$ cat src/rtl/water_level_pkg.sv
// Shared types and defaults for the water level sensor filter.
// decode_level maps a filtered (low, high) probe pair onto a level state.
package water_level_pkg;

  localparam int unsigned DefaultDebounceCycles  = 4;
  localparam int unsigned DefaultFaultHoldCycles = 8;

  typedef enum logic [1:0] {
    Empty,
    Normal,
    Full,
    Fault
  } level_state_e;

  // Water above the high mark but below the low mark is physically impossible.
  function automatic level_state_e decode_level(input logic low, input logic high);
    level_state_e st;
    if (!low && high) begin
      st = Fault;
    end else if (!low) begin
      st = Empty;
    end else if (!high) begin
      st = Normal;
    end else begin
      st = Full;
    end
    return st;
  endfunction

endpackage

$ cat src/rtl/sensor_debouncer.sv
// Two-flop synchronizer followed by a consecutive-sample debounce filter
// for one asynchronous level probe.
module sensor_debouncer
  import water_level_pkg::*;
#(
  parameter int unsigned DEBOUNCE_CYCLES = DefaultDebounceCycles
) (
  input  logic clk_i,
  input  logic rst_i,
  input  logic raw_i,
  output logic filt_o
);

  localparam logic [7:0] CntLast = 8'(DEBOUNCE_CYCLES - 1);

  logic       sync1_q, sync2_q;
  logic       filt_q, filt_d;
  logic [7:0] cnt_q, cnt_d;

  // Accept the new value on the edge where the count would reach DEBOUNCE_CYCLES.
  always_comb begin
    cnt_d  = '0;
    filt_d = filt_q;
    if (sync2_q != filt_q) begin
      if (cnt_q == CntLast) begin
        filt_d = sync2_q;
      end else begin
        cnt_d = cnt_q + 8'd1;
      end
    end
  end

  always_ff @(posedge clk_i or posedge rst_i) begin
    if (rst_i) begin
      sync1_q <= 1'b0;
      sync2_q <= 1'b0;
      filt_q  <= 1'b0;
      cnt_q   <= '0;
    end else begin
      sync1_q <= raw_i;
      sync2_q <= sync1_q;
      filt_q  <= filt_d;
      cnt_q   <= cnt_d;
    end
  end

  assign filt_o = filt_q;

endmodule

$ cat src/rtl/water_level_sensor_filter.sv
// Debounces the low/high water probes and tracks the tank level, holding a
// fault indication until the probes have agreed for FAULT_HOLD_CYCLES cycles.
module water_level_sensor_filter
  import water_level_pkg::*;
#(
  parameter int unsigned DEBOUNCE_CYCLES   = DefaultDebounceCycles,
  parameter int unsigned FAULT_HOLD_CYCLES = DefaultFaultHoldCycles
) (
  input  logic       clock,
  input  logic       reset,
  input  logic       low_sensor_raw,
  input  logic       high_sensor_raw,
  output logic       low_water_level,
  output logic       high_water_level,
  output logic       water_sensors_conflicting,
  output logic [7:0] fault_count
);

  localparam logic [7:0] HoldMax = 8'(FAULT_HOLD_CYCLES);

  logic         low_filt, high_filt;
  level_state_e state_q, state_d, pair_state;
  logic [7:0]   hold_q, hold_d;
  logic [7:0]   fault_count_q, fault_count_d;

  sensor_debouncer #(
    .DEBOUNCE_CYCLES(DEBOUNCE_CYCLES)
  ) u_low_debouncer (
    .clk_i (clock),
    .rst_i (reset),
    .raw_i (low_sensor_raw),
    .filt_o(low_filt)
  );

  sensor_debouncer #(
    .DEBOUNCE_CYCLES(DEBOUNCE_CYCLES)
  ) u_high_debouncer (
    .clk_i (clock),
    .rst_i (reset),
    .raw_i (high_sensor_raw),
    .filt_o(high_filt)
  );

  assign pair_state = decode_level(low_filt, high_filt);

  always_comb begin
    state_d       = state_q;
    hold_d        = '0;
    fault_count_d = fault_count_q;
    if (state_q != Fault) begin
      state_d = pair_state;
      if (pair_state == Fault && fault_count_q != 8'hff) begin
        fault_count_d = fault_count_q + 8'd1;
      end
    end else if (pair_state != Fault) begin
      // Hold counter saturates; leave only after a full quiet window.
      hold_d = (hold_q == HoldMax) ? hold_q : hold_q + 8'd1;
      if (hold_q == HoldMax) begin
        state_d = pair_state;
      end
    end
  end

  // Reset parks in Fault so the valve stays closed until the probes settle.
  always_ff @(posedge clock or posedge reset) begin
    if (reset) begin
      state_q       <= Fault;
      hold_q        <= '0;
      fault_count_q <= '0;
    end else begin
      state_q       <= state_d;
      hold_q        <= hold_d;
      fault_count_q <= fault_count_d;
    end
  end

  always_comb begin
    low_water_level           = 1'b0;
    high_water_level          = 1'b0;
    water_sensors_conflicting = 1'b0;
    unique case (state_q)
      Empty:   ;
      Normal:  low_water_level = 1'b1;
      Full: begin
        low_water_level  = 1'b1;
        high_water_level = 1'b1;
      end
      Fault:   water_sensors_conflicting = 1'b1;
      default: water_sensors_conflicting = 1'b1;
    endcase
  end

  assign fault_count = fault_count_q;

endmodule

$ cat config.mk
export PLATFORM = sky130hd
export DESIGN_NAME = water_level_sensor_filter
export DESIGN_NICKNAME = d
export VERILOG_FILES = /design/src/rtl/water_level_pkg.sv /design/src/rtl/sensor_debouncer.sv /design/src/rtl/water_level_sensor_filter.sv
export SDC_FILE = /design/constraint.sdc
export NUM_CORES = 1
export LEC_CHECK = 0
export BUFFER_PORTS_ARGS = -buffer_cell sky130_fd_sc_hd__buf_2
export CAP_MARGIN = 5
export CORE_MARGIN = 2
export CORE_UTILIZATION = 30
export DETAILED_ROUTE_END_ITERATION = 7
export GPL_ROUTABILITY_DRIVEN = 0
export GPL_TIMING_DRIVEN = 1
export PLACE_DENSITY = 0.47
export SLEW_MARGIN = 0
export SYNTH_ARGS = -nofsm -noshare
export SYNTH_HDL_FRONTEND = slang
export SYNTH_SLANG_ARGS = --single-unit
$ cat constraint.sdc
create_clock -name clock -period 4.42 [get_ports clock]
set_input_delay 0.442 -clock clock [delete_from_list [all_inputs] [get_ports clock]]
set_output_delay 0.442 -clock clock [all_outputs]
set_load 0.1 [all_outputs]
==> run_results.csv <==
group,metric,value,unit
yosys,synth_enable_flop_cells,0,
worst_setup_path,r2r-end,"u_high_debouncer.filt_o$_DFFE_PP0P_",
worst_setup_path,max_stage_delay,540,ps
route,drt_pre_antenna_iters,4,
worst_setup_path,critPathSlowestCell,"dfstp_2",
yosys,ys.flop_type,"dfrtp_1",
yosys,async_reset_ff_frac,1.00,
yosys,yosys_register_bits,40,
yosys,synth_cells,183,
grt,grt_pass1_vias,1388,
yosys,mappedNetlistNets,198,
run,max_cap_violations,0,
worst_hold_path,min_to,"u_high_debouncer.sync1_q$_DFF_PP0_",
cts,cts_post_setup_buffers_inserted,0,
worst_setup_path,worst_setup_path_end_kind,"primary output",
pwr,p_clk_frac,0.200,
pwr,vdd_drop_max,610,µV
finish,final_net_count,218,
finish,final_layout_size_suffix_gt1_frac,0.157,
worst_setup_path,source_of_the_critical_timing_path,"state_q[0]$_DFFE_PP1P_",
yosys,syn_area,1990,µm²
floorplanning,core_area,6390,µm²
place,pre_cts_ws,2580,ps
floorplanning,rows,29,
finish,area_growth,13.7,%
cts,clk_path_buf_depth,2,
grt,grt_first_pass_wirelength,6470,µm
status,outcome,"finished clean",
cts,clock_buffers_created_by_tritoncts,5,
pwr,combPwrFrac,0.440,
yosys,synth_area_per_cell,10.9,µm²
pwr,power_report.internal_total,0.777,mW
route,remaining_drc_errors,0,
floorplanning,dieArea,7290,µm²
sta,timing.final.hold_violations,0,
sta,max_clock_freq,481,MHz
sta,post-route-min-period,2080,ps
sta,slew_headroom,0.646,
place,count_of_input_and_output_buffers,14,
floorplanning,io_pins,15,
worst_setup_path,cp_max_fo,2,
cts,cts_tree,"done",
finish,antennaDiodeCount,0,
sta,fin_setup_tns,0,ps
worst_hold_path,holdCritPathClass,"in -> reg",
floorplanning,die-height,85.4,µm
cts,maximum_level_of_the_cts_h_tree,2,
cts,clock_sinks,40,
sta,setup_violating_endpoint_count_in_the_final_report,0,
yosys,yosysUniqueCellTypes,39,
worst_setup_path,worstSetupStartpointType,"flop",
sta,grt_setup_unrepaired,"no",
pwr,swShare,0.474,
worst_hold_path,min_from,"high_sensor_raw",
worst_setup_path,critical-path-top-delay-family,"flip-flops",
pwr,seq_power_share,0.360,
route,drt-initial-drc-count,46,
pwr,p_switching,0.701,mW
cts,postCtsResizedCells,0,
yosys,synth.yosys.warnings,0,
route,routed_wirelength,3600,µm
worst_setup_path,timing.critical_path.required,3980,ps
grt,largest_net_degree_at_the_start_of_global_routing,41,
pwr,power_leakage,0.987,nW
route,via_count,1377,
pwr,cellPowerDensity,654,nW/µm²
worst_setup_path,critPathMostFrequentCell,"inv_1",
floorplanning,dieWidth,85.4,µm
cts,cts_root_buf,"clkbuf_8",
route,detail-route-antenna-nets,0,
route,vias_per_cell,4.90,
worst_setup_path,timing.reg2reg.setup_slack,2580,ps
sta,final.setup.worst_slack,2340,ps
finish,fillerInstances,656,
grt,antenna_found_initial,0,
place,place.detailed.hpwl,2420,µm
sta,finalClockSkew,8.88,ps
worst_setup_path,crit_chain,"inv_1, ha_1, inv_1, buf_2",
finish,multi_input_comb_area,932,µm²
sta,post-route-period-util,0.470,
worst_setup_path,cp_num_buf_inv,3,
finish,seq_area,1000,µm²
sta,timing.final.max_slew_violations,0,
route,detail_route.wl_per_cell,12.8,µm
grt,gr-total-overflow,0,
cts,clock_transition_time_at_the_flip_flop_clock_pins_of_the_worst_setup_and_hold_paths,80,ps
sta,worst_slew_pin_slew,524,ps
worst_setup_path,critPathKind,"reg -> out",
cts,worst_skew_pair.late_latency,290,ps
worst_setup_path,r2r.worst_path.cells,4,
grt,global_route.usage.total,0.110,
floorplanning,start_util,0.311,
worst_setup_path,worstPathArrival,1640,ps
cts,cts_hold_repair.buffers,0,
yosys,ys_seq_area_frac,0.505,
worst_setup_path,rr_startpoint,"u_high_debouncer.cnt_q[0]$_DFF_PP0_",
worst_hold_path,min_path_cells,1,
## cell families (layout without fill, tap and decap cells)
logic type,Yosys count,after routing,synth area share
flip-flops,40,40,0.505
AO/OA/AOI/OAI,37,37,0.130
XOR/XNOR,14,14,0.0618
AND/OR/NAND/NOR,63,63,0.180
buffers and inverters,13,34,0.0252
adder cells (fa/ha/maj),11,11,0.0693
multiplexers,5,5,0.0277
## metrics by stage
step / instance area [µm²] / cells / utilization / total power, mW / hold WS [ps]
final: 2260 / 281 / 0.354 / 1.48 / 254
after global routing: 2260 / 281 / 0.354 / 1.57 / 239
after CTS: 2260 / 281 / 0.354 / 1.50 / 241
after detailed placement: 2150 / 273 / 0.337 / 1.19 / 336
after global placement: 2150 / 273 / 0.337 / 1.20 / 332
after floorplan: 1990 / 183 / - / 1.08 / 331
## Yosys cell counts, drive strengths merged (2+ instances only)
cell type | instances | area share
nand2 | 7 | 0.013
nor2b | 2 | 0.0063
inv | 11 | 0.021
or4b | 3 | 0.017
a21oi | 15 | 0.038
xnor2 | 7 | 0.031
o21ai | 11 | 0.028
or3 | 9 | 0.028
o41ai | 2 | 0.028
nand3 | 11 | 0.028
nand4 | 4 | 0.013
nor2 | 13 | 0.025
mux2 | 4 | 0.023
xor2 | 7 | 0.031
and3 | 3 | 0.0095
ha | 11 | 0.069
nor3 | 2 | 0.0050
o31ai | 2 | 0.0076
dfstp | 2 | 0.026
dfrtp | 38 | 0.48
nor4 | 2 | 0.0063
## layout make-up
type                       count  share of cell area
sequential                    40               0.444
multi-input combinational    130               0.413
tap                           77              0.0427
timing repair buffer          15              0.0343
clock buffer                   6              0.0321
inverter                      11              0.0183
clock inverter                 2              0.0155
## worst max-delay path by stage
stage,endpoint,cells after the start
finish,low_water_level,4
global route,low_water_level,4
CTS,low_water_level,4
detailed placement,u_high_debouncer.filt_o$_DFFE_PP0P_,4
global placement,u_high_debouncer.filt_o$_DFFE_PP0P_,4
floorplan,fault_count[1]$_DFFE_PP0P_,4
## power groups by stage
stage,Sequential (mW),Clock (mW),Combinational [mW]
6_report,0.532,0.296,0.650
5_1_grt,0.547,0.322,0.702
4_1_cts,0.533,0.307,0.658
3_5_place_dp,0.537,0,0.656
3_3_place_gp,0.538,0,0.659
2_1_floorplan,0.674,0,0.405
## per-layer routing
layer	global-route usage	vias to the layer above	wire length (µm)
li1	-	696	-
met1	0.146	659	1830
met2	0.173	17	1620
met3	0.0292	5	102
met4	0.0433	0	48
met5	0	-	0
## layout by cell type, fill, tap and decap left out, drive strengths merged, types with 2 or more instances in the layout
cell	count
dfstp	2
or3	9
nand3	11
nor2	13
xor2	7
mux2	4
buf	15
dfrtp	38
clkbuf	6
nor2b	2
ha	11
o21ai	11
nand4	4
o31ai	2
inv	11
nor4	2
xnor2	7
o41ai	2
nand2	7
and3	3
nor3	2
or4b	3
a21oi	15
## flip-flops by register name, indices dropped and copies added, names as in the netlist
signal                    flops
fault_count                   8
hold_q                        8
state_q                       2
u_high_debouncer.cnt_q        8
u_high_debouncer.filt_o       1
u_high_debouncer.sync1_q      1
u_high_debouncer.sync2_q      1
u_low_debouncer.cnt_q         8
u_low_debouncer.filt_o        1
u_low_debouncer.sync1_q       1
u_low_debouncer.sync2_q       1
Note: power is estimated with default switching activity, not from simulation.
